`config.mk`:
```
export PLATFORM = sky130hd
export DESIGN_NAME = audio_sample_fifo
export DESIGN_NICKNAME = d
export VERILOG_FILES = /design/src/rtl/audio_sample_fifo.sv
export SDC_FILE = /design/constraint.sdc
export NUM_CORES = 1
export LEC_CHECK = 0
export ABC_CLOCK_PERIOD_IN_PS = 4710
export CAP_MARGIN = 5
export CORE_MARGIN = 3
export CORE_UTILIZATION = 60
export DETAILED_ROUTE_END_ITERATION = 8
export HOLD_SLACK_MARGIN = 0.03
export PLACE_DENSITY = 0.8
export SYNTH_ARGS = -nofsm -noshare
export SYNTH_HDL_FRONTEND = slang
export SYNTH_SLANG_ARGS = --single-unit
export TNS_END_PERCENT = 50
```
`constraint.sdc`:
```
create_clock -name clk_i -period 4.71 [get_ports clk_i]
set_input_delay 0.942 -clock clk_i [delete_from_list [all_inputs] [get_ports clk_i]]
set_output_delay 0.942 -clock clk_i [all_outputs]
set_load 0.1 [all_outputs]
```
`src/rtl/audio_sample_fifo.sv`:
```
// Captures one sample per fs_i pulse on its falling edge into a first-word-fall-through FIFO (1-cycle write-to-valid).
// Tracks dropped samples and peak magnitude; the consumer stalls with m_tready; captures arriving while full are dropped unless a pop frees a slot that cycle.
module audio_sample_fifo #(
  parameter int DEPTH = 16,
  parameter int DW    = 16
) (
  input  logic                     clk_i,
  input  logic                     rst_n_i,
  input  logic                     enable_i,
  input  logic                     fs_i,
  input  logic [DW-1:0]            data_i,
  output logic [DW-1:0]            m_tdata,
  output logic                     m_tvalid,
  input  logic                     m_tready,
  output logic [$clog2(DEPTH):0]   level_o,
  output logic                     overflow_o,
  output logic [7:0]               drop_cnt_o,
  input  logic                     clr_ovf_i,
  output logic [DW-1:0]            peak_o,
  input  logic                     peak_clr_i
);

  localparam int AW = $clog2(DEPTH);

  logic [DW-1:0] mem [DEPTH];
  logic [AW:0]   wr_ptr;
  logic [AW:0]   rd_ptr;
  logic          fs_q;
  logic          fall;
  logic          cap;
  logic          empty;
  logic          full;
  logic          pop;
  logic          push;
  logic          drop;
  logic [DW-1:0] mag;

  assign fall  = fs_q & ~fs_i;
  assign cap   = fall & enable_i;
  assign empty = (wr_ptr == rd_ptr);
  assign full  = (wr_ptr[AW] != rd_ptr[AW]) && (wr_ptr[AW-1:0] == rd_ptr[AW-1:0]);
  assign pop   = ~empty & m_tready;
  // A pop in the same cycle frees the head slot, so a full FIFO can still accept.
  assign push  = cap & (~full | pop);
  assign drop  = cap & full & ~pop;

  // Two's-complement magnitude kept in DW unsigned bits, so the most negative value maps to 2^(DW-1).
  assign mag = data_i[DW-1] ? ((~data_i) + {{(DW-1){1'b0}}, 1'b1}) : data_i;

  assign m_tvalid = ~empty;
  assign m_tdata  = empty ? '0 : mem[rd_ptr[AW-1:0]];
  assign level_o  = wr_ptr - rd_ptr;

  always_ff @(posedge clk_i) begin
    if (push) begin
      mem[wr_ptr[AW-1:0]] <= data_i;
    end
  end

  always_ff @(posedge clk_i or negedge rst_n_i) begin
    if (!rst_n_i) begin
      fs_q   <= 1'b0;
      wr_ptr <= '0;
      rd_ptr <= '0;
    end else begin
      fs_q <= fs_i;
      if (push) begin
        wr_ptr <= wr_ptr + 1'b1;
      end
      if (pop) begin
        rd_ptr <= rd_ptr + 1'b1;
      end
    end
  end

  // A clear coinciding with a drop still records that drop.
  always_ff @(posedge clk_i or negedge rst_n_i) begin
    if (!rst_n_i) begin
      overflow_o <= 1'b0;
      drop_cnt_o <= 8'd0;
    end else if (clr_ovf_i) begin
      overflow_o <= drop;
      drop_cnt_o <= drop ? 8'd1 : 8'd0;
    end else if (drop) begin
      overflow_o <= 1'b1;
      if (drop_cnt_o != 8'hFF) begin
        drop_cnt_o <= drop_cnt_o + 8'd1;
      end
    end
  end

  always_ff @(posedge clk_i or negedge rst_n_i) begin
    if (!rst_n_i) begin
      peak_o <= '0;
    end else if (peak_clr_i) begin
      peak_o <= cap ? mag : '0;
    end else if (cap && (mag > peak_o)) begin
      peak_o <= mag;
    end
  end

endmodule

```
# After elaboration in Yosys (flattened, before gate mapping)

Memories as Yosys holds them, arrays and structs flattened.
Cells that the tools add are included.

Bits in read-only memories: 0
Latch bits: 0
Output and inout port bits: 47
Memories: 1
Memory bits (writable): 256
Bits in registers: 36

Memory list:

| memory | depth | width | rd ports | clocked after Yosys merged registers in | write ports | line | source |
|---|---|---|---|---|---|---|---|
| mem    | 16    | 16    | 1        | 0                                       | 1           | 25   | `logic [DW-1:0] mem [DEPTH];` |

Eq/ne operators: 4
Multiplexer cells: 13
$add $sub $neg: 5
Magnitude comparators: 1
Multiply operators: 0
Bitwise logic cells: 12
Shifts and indexed selects: 0
Reductions and logical operators: 6
Divide/modulo/power cells: 0

Operators with widths:

| kind                                          | count |
|---|---|
| two-way mux 16 bit                            | 5 |
| two-way mux 8 bit                             | 3 |
| adder 16 x 1 -> 16 bit, second input constant | 1 |
| > comparator 16 bit                           | 1 |
| NOT 16 bit                                    | 1 |
| adder 5 x 1 -> 5 bit, second input constant   | 2 |
| adder 8 x 1 -> 8 bit, second input constant   | 1 |
| != test 8 bit, second input constant          | 1 |
| bitwise AND 1 bit                             | 6 |
| nonzero test 2 bit                            | 3 |
| == test 5 bit                                 | 1 |
| two-way mux 1 bit                             | 5 |
| subtractor 5 bit                              | 1 |
| == test 4 bit                                 | 1 |
| NOT 1 bit                                     | 4 |
| logical AND 1 bit                             | 2 |
| AND reduction 2 bit                           | 1 |
| != test 1 bit                                 | 1 |
| OR 1 bit                                      | 1 |

# Longest topological paths before layout

Word-level depth: 7
Mapped depth: 12

# Worst setup path before layout

No wires, ideal clock.

Kind: register to output
Start: reg rd_ptr[3]
End: out m_tdata[10]
Arrival time: 3.241 ns
Required time: 3.768 ns
Setup slack: 0.527 ns
Cell stages (with the launch flop): 9
Path buffers: 3
Cell sequence: dfrtp_1 clkbuf_1 buf_1 inv_1 ha_1 nand4_1 nor2_1 clkbuf_1 nor2b_1

Longest elaborated chain between the ends: 2
Elaborated cells on any way between the ends: 3
Classes of those cells: eq/ne: 1; mux: 1; memory: 1

RTL lines:

| element                                               | line | source |
|---|---|---|
| from (decl)                                           | 27   | `logic [AW:0] rd_ptr;` |
| from (signal assigned)                                | 71   | `rd_ptr <= rd_ptr + 1'b1;` |
| memory (16 x 16 bit) or == test 5 bit (tied branches) | -    |  |
| two-way mux 16 bit *                                  | 51   | `assign m_tdata = empty ? '0 : mem[rd_ptr[AW-1:0]];` |
| to (decl)                                             | 12   | `output logic [DW-1:0] m_tdata,` |

Mark *: on every way between the ends. The rest lies on a longest branch, timed or not.

# Worst setup path after layout

Start: reg rd_ptr[0]
End: out m_tdata[0]

Same word-level chain as after synthesis.

==> metrics.yaml <==
outcome:
  status: "finished clean"
floorplan:
  die_y_um: 150
  design.core.area_um2: 19900
  fp.dieArea_um2: 22500
  rows: 51
  ios: 70
  initial_core_util_pct: 62.4
  dieWidth_um: 150
yosys:
  synth_xor_area_share_pct: 2.19
  synth_compound_area_share_pct: 2.67
  ys_types: 54
  ys_warn_count: 0
  muxShareOfSynthArea_pct: 15.7
  synth_area_leaders: "edfxtp_1 62%, mux4_2 14%, dfrtp_1 7.3%"
  async_flop_share_pct: 12.3
  netlist_instances: 666
  yosysTopAreaCell: "edfxtp_1"
  synth.yosys.seq_area_share_pct: 69.2
  yosysMostFrequentCell: "edfxtp_1"
  yosys-top-cells-count: "256 x edfxtp_1, 77 x mux4_2, 36 x dfrtp_1"
  avgSynthCellArea_um2: 18.6
  yosys.area_share.simple_pct: 5.23
  synth_top_family_by_area: "multiplexers"
  synth_top_area_share_pct: 61.9
  synth_flop_cell: "edfxtp_1"
  ys_ff_latch: 292
  synthAdderAreaFrac_pct: 2.88
  syn-num-nets: 717
  synth_edf_count: 256
  netlist_area_um2: 12400
clock_tree:
  cts_setup_buffers: 0
  cts_max_path_buffers: 3
  cts_tree: "done"
  cts.htree.levels: 1
  postCtsHoldBufs: 0
  cts.sinks: 292
  clk_latency_ns: 0.55
  cts_made_buffers: 29
  cts-root-buf: "clkbuf_16"
  clk_pin_slew_worst_paths_ns: 0.06
  cts_resized: 0
setup_path:
  worstPathRequired_ns: 3.77
  crit_fanout: 24
  rr_worst_depth: 6
  path_class: "reg2out"
  end_kind: "output pin"
  cp_data_arrival_time_ns: 3.27
  startpoint_type: "register"
timing:
  tns_ns: 0
  min_period_over_period_pct: 89.5
  clock-skew-final_ns: 0.0221
  fmax_mhz: 237
  drv_slew: 0
  rsz0062_at_grt: "false"
  setup_viol: 0
  min_period_ns: 4.22
  relSlewSlack_pct: 22.7
  hold_viol: 0
  worst_slew_pin_slew_ns: 1.16
route:
  routed_via_density: 6.38
  wl_per_cell_um: 26.7
  drt_iter0_drc: 564
  drc: 0
  drtAntennaViolNets: 0
  wl_um: 28500
  first_pass_iters: 5
  dr_total_vias: 6805
finish:
  num_antenna_cells: 0
  seq_area_um2: 8590
  synthToLayoutAreaGrowth_pct: 17.3
  nNetsFinal: 830
  multi_input_area_um2: 3590
  final_layout_size_suffix_gt1_share_pct: 24.8
  fill_cells: 1170
  fin_cells: 1067
  utilization_pct: 73.1
place:
  placedCellCount: 1013
  dp_hpwl_um: 16000
  globalplace.congestion: 0.951
  numPortBuffers: 69
grt:
  grt_usage_pct: 26.7
  grt_max_degree: 68
  antenna_found_initial: 0
  gr-total-overflow: 0
  grt_pass1_wl_um: 43800
  first_global_vias: 7185
power:
  peakVddDrop_v: 0.00171
  p_leak_uw: 0.00508
  power_density_nw_per_um2: 697
hold_path:
  hold_path_class: "in2async"
job:
  cap_violations: 0
==> layout make-up <==
class                      count  share of cell area (%)
clock buffer                  32                    5.06
clock inverter                22                    1.80
inverter                      33                   0.851
multi-input combinational    317                    24.6
sequential                   292                    59.0
tap                          265                    2.28
timing repair buffer         106                    6.33
==> power breakdown <==
| group | internal [uW] | total [uW] | switching (uW) |
|---|---|---|---|
| logic | 1420 | 4620 | 3200 |
| clock network | 1460 | 2410 | 950 |
| registers | 2960 | 3110 | 157 |
==> critical path: stages (launching register included) <==
cell and delay [ns]:
dfrtp_4 0.73, buf_4 0.37, mux4_1 0.62, mux4_2 0.51
nor2b_1 0.16, buf_4 0.28
==> cells in the final DEF (no fill, tap or decap), drive strengths merged, types with 16 or more instances in the layout <==
master         synthesis  routed
nor2                  25      25
xor2                  16      16
clkbuf                 8      32
nand2                 32      32
inv                   33      35
nor2b                 17      17
edfxtp               256     256
mux4                  80      80
dfrtp                 36      36
buf                   16      60
clkdlybuf4s50          0      46
ha                    27      27
==> path summary, 6_finish.rpt <==
| check | endpoint | from | slack (ns) |
|---|---|---|---|
| setup / recovery | m_tdata[0] | rd_ptr[0] | 0.49 |
| hold / removal | rd_ptr[3] | rst_n_i | 0.48 |
| setup reg to reg | mem[15][3] | rd_ptr[0] | 1.60 |
| hold reg to reg | rd_ptr[4] | rd_ptr[4] | 0.51 |
| max in group asynchronous | rd_ptr[0] | rst_n_i | 3.63 |
| min in group clk_i | rd_ptr[4] | rd_ptr[4] | 0.51 |
==> logic make-up after synthesis <==
kind of cell               count (synthesis)
AOI/OAI and AO/OA                         43
xor gates and xnor gates                  31
adders and majority gates                 28
buffers and inverters                     57
DFF                                      292
muxes                                     94
and+or+nand+nor                          121
==> state kept, by name (all words and copies together) (netlist names) <==
register	flops
wr_ptr	5
drop_cnt_o	8
overflow_o	1
peak_o	16
mem	256
rd_ptr	5
fs_q	1
==> metal layers <==
metal,vias up,wire length [um],track usage (%)
li1,2888,-,-
met1,3466,11000,36.9
met2,373,14200,43.7
met3,78,2330,4.75
met4,0,991,9.06
met5,-,0,0
==> through the flow <==
stage          setup slack (ns)  cell area (um2)  hold slack, ns  power, uW
3_5_place_dp             0.0891            13600           0.487       7770
2_1_floorplan             0.527            12400           0.461       6770
3_3_place_gp              0.320            13600           0.470       7700
5_1_grt                   0.268            14600           0.531      10500
6_report                  0.493            14600           0.483      10100
4_1_cts                   0.446            14600           0.510      10200
(Power assumes the default switching activity.)
